[src/rtl/keypad_4x4_scan.sv]
// rtl/keypad_4x4_scan.sv - 4x4 matrix keypad column scanner with row debounce
//
// Drives one active-low column per slot and watches the four pulled-up rows.
// A single low row seen on a slot tick freezes the column and starts a
// debounce. After DEBOUNCE_TICKS matching samples the key code is reported
// once. Release is debounced the same way before scanning resumes.
//
// Ports:
//   clk        system clock
//   reset_p    asynchronous active-high reset
//   row[3:0]   keypad rows, active-low, asynchronous to clk
//   col[3:0]   column drive, active-low one-cold
//   key_value  last accepted key code {row_idx, col_idx}
//   key_valid  one-cycle pulse per accepted press
//   key_held   high from press acceptance until release acceptance

module keypad_4x4_scan #(
  parameter int SCAN_DIV       = 100000,
  parameter int DEBOUNCE_TICKS = 20
) (
  input  logic       clk,
  input  logic       reset_p,
  input  logic [3:0] row,
  output logic [3:0] col,
  output logic [3:0] key_value,
  output logic       key_valid,
  output logic       key_held
);

  localparam int PW = (SCAN_DIV > 1) ? $clog2(SCAN_DIV) : 1;
  localparam int CW = $clog2(DEBOUNCE_TICKS + 1);
  localparam logic [PW-1:0] PS_MAX = PW'(SCAN_DIV - 1);
  localparam logic [CW-1:0] DB_MAX = CW'(DEBOUNCE_TICKS);

  typedef enum logic [1:0] {
    SCAN     = 2'd0,
    DEBOUNCE = 2'd1,
    PRESSED  = 2'd2,
    RELEASE  = 2'd3
  } state_t;

  state_t        state;
  logic [3:0]    row_m;
  logic [3:0]    row_s;
  logic [PW-1:0] ps_cnt;
  logic          tick;
  logic [CW-1:0] cnt;
  logic [CW-1:0] cnt_inc;
  logic [3:0]    latch_row;
  logic [3:0]    latch_col;
  logic          row_valid;
  logic          row_match;
  logic          row_idle;
  logic [3:0]    col_next;

  // Bit position of the single low bit in a one-cold pattern.
  function automatic logic [1:0] low_idx(input logic [3:0] v);
    case (v)
      4'b1110: low_idx = 2'd0;
      4'b1101: low_idx = 2'd1;
      4'b1011: low_idx = 2'd2;
      default: low_idx = 2'd3;
    endcase
  endfunction

  // Rows are asynchronous to clk; only row_s is used past this point.
  always_ff @(posedge clk or posedge reset_p) begin
    if (reset_p) begin
      row_m <= 4'b0000;
      row_s <= 4'b0000;
    end else begin
      row_m <= row;
      row_s <= row_m;
    end
  end

  always_ff @(posedge clk or posedge reset_p) begin
    if (reset_p) begin
      ps_cnt <= '0;
    end else if (tick) begin
      ps_cnt <= '0;
    end else begin
      ps_cnt <= ps_cnt + PW'(1);
    end
  end

  assign tick = (ps_cnt == PS_MAX);

  // Zero or several low rows (multi-key / ghosting) are treated as no key.
  always_comb begin
    row_valid = 1'b0;
    case (row_s)
      4'b1110, 4'b1101, 4'b1011, 4'b0111: row_valid = 1'b1;
      default:                            row_valid = 1'b0;
    endcase
  end

  assign row_match = (row_s == latch_row);
  assign row_idle  = (row_s == 4'b1111);
  assign cnt_inc   = cnt + CW'(1);
  assign col_next  = {col[2:0], col[3]};

  always_ff @(posedge clk or posedge reset_p) begin
    if (reset_p) begin
      state     <= SCAN;
      col       <= 4'b1110;
      cnt       <= '0;
      latch_row <= 4'b0000;
      latch_col <= 4'b0000;
      key_value <= 4'd0;
      key_valid <= 1'b0;
      key_held  <= 1'b0;
    end else begin
      key_valid <= 1'b0;
      if (tick) begin
        case (state)
          SCAN: begin
            if (row_valid) begin
              latch_row <= row_s;
              latch_col <= col;
              cnt       <= CW'(1);
              state     <= DEBOUNCE;
            end else begin
              col <= col_next;
            end
          end
          DEBOUNCE: begin
            if (row_match) begin
              if (cnt_inc == DB_MAX) begin
                key_value <= {low_idx(latch_row), low_idx(latch_col)};
                key_valid <= 1'b1;
                key_held  <= 1'b1;
                cnt       <= '0;
                state     <= PRESSED;
              end else begin
                cnt <= cnt_inc;
              end
            end else begin
              cnt   <= '0;
              col   <= col_next;
              state <= SCAN;
            end
          end
          PRESSED: begin
            // Column stays frozen, so keys in other columns are invisible.
            if (row_idle) begin
              cnt   <= CW'(1);
              state <= RELEASE;
            end
          end
          RELEASE: begin
            if (row_idle) begin
              if (cnt_inc == DB_MAX) begin
                key_held <= 1'b0;
                cnt      <= '0;
                col      <= col_next;
                state    <= SCAN;
              end else begin
                cnt <= cnt_inc;
              end
            end else begin
              // Release bounce: back to held without a new key_valid.
              cnt   <= '0;
              state <= PRESSED;
            end
          end
          default: begin
            state <= SCAN;
          end
        endcase
      end
    end
  end

endmodule

[config.mk]
export PLATFORM = sky130hd
export DESIGN_NAME = keypad_4x4_scan
export DESIGN_NICKNAME = d
export VERILOG_FILES = /design/src/rtl/keypad_4x4_scan.sv
export SDC_FILE = /design/constraint.sdc
export NUM_CORES = 1
export LEC_CHECK = 0
export CAP_MARGIN = 20
export CORE_ASPECT_RATIO = 1.5
export CORE_UTILIZATION = 45
export CTS_BUF_LIST = sky130_fd_sc_hd__clkbuf_4
export DETAILED_ROUTE_END_ITERATION = 6
export GPL_ROUTABILITY_DRIVEN = 1
export MAX_ROUTING_LAYER = met4
export PLACE_DENSITY_LB_ADDON = 0.1
export SLEW_MARGIN = 20
export SYNTH_ARGS = -nofsm -noshare
export SYNTH_HDL_FRONTEND = slang
export SYNTH_SLANG_ARGS = --single-unit
[constraint.sdc]
create_clock -name clk -period 5.8 [get_ports clk]
set_clock_uncertainty 0.2 [all_clocks]
set_input_delay 0.87 -clock clk [delete_from_list [all_inputs] [get_ports clk]]
set_output_delay 0.87 -clock clk [all_outputs]
set_load 0.03 [all_outputs]
==> run_results.csv <==
group,metric,value,unit
outcome,outcome,"completed",
cells_and_area,synthToLayoutAreaGrowth,11.2,%
detailed_routing,vias,1584,
die,fp.dieW,60.5,um
sta,fmax,0.334,GHz
die,die_area,0.00543,sq mm
sta,finalSetupViolations,0,
placed_design,place_congestion,0.788,
detailed_routing,wl,3900,um
yosys,yosysWarnings,0,
cts,cts.repair.resized,0,
yosys,syn_area,0.00231,sq mm
cts,cts_setup_buffers,0,
global_routing,grt_pass1_vias,1615,
yosys,ys.flop_type,"dfrtp_1",
placed_design,port_buffers,15,
global_routing,grt_overflow,0,
sta,hold_viol_final,0,
setup_path,rr_worst_depth,7,
setup_path,worst_setup_path_start_kind,"flip-flop",
setup_path,cp.required,5.86,ns
setup_path,cpPeakStageDelay,0.78,ns
cells_and_area,diodes,0,
cts,hold_buffers,0,
cts,clk_path_buf_depth,2,
yosys,synth_top_area_share,50.9,%
setup_path,cp-end-kind,"flip-flop",
sta,maxSlewHeadroom,33.6,%
cells_and_area,layout-drive-gt1-share,14.5,%
cts,cts_root_buffer,"clkbuf_4",
die,rows,31,
yosys,synth_cells,204,
die,initial_utilization,47.3,%
setup_path,worstPathArrival,3.05,ns
setup_path,path_class,"flip-flop to flip-flop",
sta,fin_setup_tns,0,ns
cts,numClockSinks,50,
min_path,min_path_type,"flip-flop to flip-flop",
placed_design,dp_hpwl,2790,um
cts,clk_pin_slew,0.14,ns
detailed_routing,postRouteAntennaNets,0,
global_routing,grt_antenna_before_repair,0,
power_and_ir_drop,cellPowerDensity,202,mW/mm^2
yosys,synthTopCellsByArea,"dfrtp_1 (51%), mux2_2 (7.8%), xnor2_1 (5.7%)",
power_and_ir_drop,vdd_ir_drop_max,0.128,mV
global_routing,grt_pass1_wl,7030,um
job,drv_cap,0,
detailed_routing,routedWlPerCell,13.7,um
yosys,ys_types,40,
yosys,ys_seq_area_share,54.3,%
die,io_pins,16,
cells_and_area,final_util,52.6,%
power_and_ir_drop,p_leak,1.16,nW
cts,cts_tree,"done",
yosys,ys_ff_latch,50,
yosys,syn_nets,213,
sta,slew_violations,0,
global_routing,grt_max_degree,51,
cts,cts_buffers,5,
yosys,syn_area_per_cell,11.3,sq um
detailed_routing,route.detailed.drc,0,
cells_and_area,nets,228,
setup_path,r2r_slack,2.81,ns
die,fp.dieH,89.8,um
detailed_routing,vias_per_cell,5.54,
setup_path,worst_path_max_delay_cell,"nor4bb_1",
min_path,holdPathStages,0,
detailed_routing,first_pass_iters,4,
cts,insertion_delay,0.35,ns
yosys,synth_top_area_cell,"dfrtp_1",
yosys,synth_commonest_cells,"dfrtp_1 (47), nand3_1 (22), mux2_2 (16)",
die,core_area,0.00489,sq mm
yosys,synth-edff-count,0,
sta,period_share,51.6,%
detailed_routing,drt_iter0_drc,44,
global_routing,grtUsageTotal,17.5,%
sta,grt_setup_unrepaired,"no",
setup_path,path_cells,"ha_1 -> nand2b_1 -> o32ai_1 -> nand3_1 -> inv_1 -> nor4bb_1 -> mux2_2",
yosys,synthArstFlopShare,100,%
sta,fin_crit,2.99,ns
sta,worstMarginPinSlew,0.983,ns
cts,h-tree-depth,2,
setup_path,cp_max_fo,7,
yosys,synth.most_common_cell,"dfrtp_1",
==> report_power, final <==
part,switching [W],internal (W)
logic,0.00000988,0.00000623
clock network,0.000102,0.0000455
registers,0.00000352,0.000352
==> cell type report <==
type	instances	area, sq um
clock buffer	5	37.5
clock inverter	3	16.3
fill	477	2320
inverter	4	16.3
multi-input combinational	142	1010
sequential	50	1250
tap	66	82.6
timing repair buffer	16	158
==> sequential cells by signal, summed over array words and instances, names as in the netlist, 2 cells and up <==
name       cells
ps_cnt        17
row_s          4
latch_col      4
cnt            5
col            4
state          2
latch_row      4
row_m          4
key_value      4
==> worst paths after layout <==
path,startpoint,endpoint
worst max register to register,cnt[0],key_value[2]
worst max-delay path,cnt[0],key_value[2]
max in group asynchronous,reset_p,cnt[1]
min in group asynchronous,reset_p,ps_cnt[12]
worst min-delay path,row_m[1],row_s[1]
worst min register to register,row_m[1],row_s[1]
==> cells by family after synthesis <==
group / count (synthesis) / synth area share, %
mux: 16 / 7.79
buf+inv: 12 / 2.22
simple gates: 77 / 18.3
compound gates: 20 / 5.95
fa+ha+maj: 3 / 1.62
flops: 50 / 54.3
xor+xnor: 26 / 9.85
==> metal layers <==
layer / global-route usage (%) / part of all wire [%] / up-vias
li1: - / - / 746
met1: 20.4 / 42 / 809
met2: 28.3 / 54 / 24
met3: 4.89 / 2.6 / 5
met4: 5.87 / 1.5 / 0
met5: - / 0 / -
==> placed cells by master (no fill, tap or decap), types with 2 or more instances in the layout <==
cell type         n
a21oi_1           3
a2bb2oi_1         2
a31oi_1           3
and3_1            3
and3b_1           2
clkbuf_4          5
clkdlybuf4s50_1  15
clkinv_1          2
dfrtp_1          47
dfstp_2           3
ha_1              3
inv_1             3
mux2_2           16
nand2_1          15
nand2b_1          2
nand3_1          22
nand4_1           5
nor2_1           14
nor4b_1           2
o211ai_1          2
o21ai_0           4
xnor2_1          15
xor2_1           11
==> worst max-delay path, delay by kind of cell (launching register included) <==
family	cells	cell delay (ns)
buffers and inverters	1	0.11
flip-flops	1	0.46
AO/OA/AOI/OAI	1	0.33
adder cells (fa/ha/maj)	1	0.25
AND/OR/NAND/NOR	3	1.14
multiplexers	1	0.41
==> stage by stage <==
| stage | cells | total power (W) | setup slack, ns | hold WS [ns] | instance area, sq um |
|---|---|---|---|---|---|
| 6_report | 286 | 0.000519 | 2.81 | 0.167 | 2570 |
| 3_3_place_gp | 278 | 0.000378 | 2.89 | 0.133 | 2520 |
| 2_1_floorplan | 204 | 0.000372 | 3.47 | 0.131 | 2310 |
| 4_1_cts | 286 | 0.000529 | 2.75 | 0.172 | 2570 |
| 5_1_grt | 286 | 0.000547 | 2.58 | 0.176 | 2570 |
| 3_5_place_dp | 278 | 0.000378 | 2.73 | 0.141 | 2520 |
(Power assumes the default switching activity.)
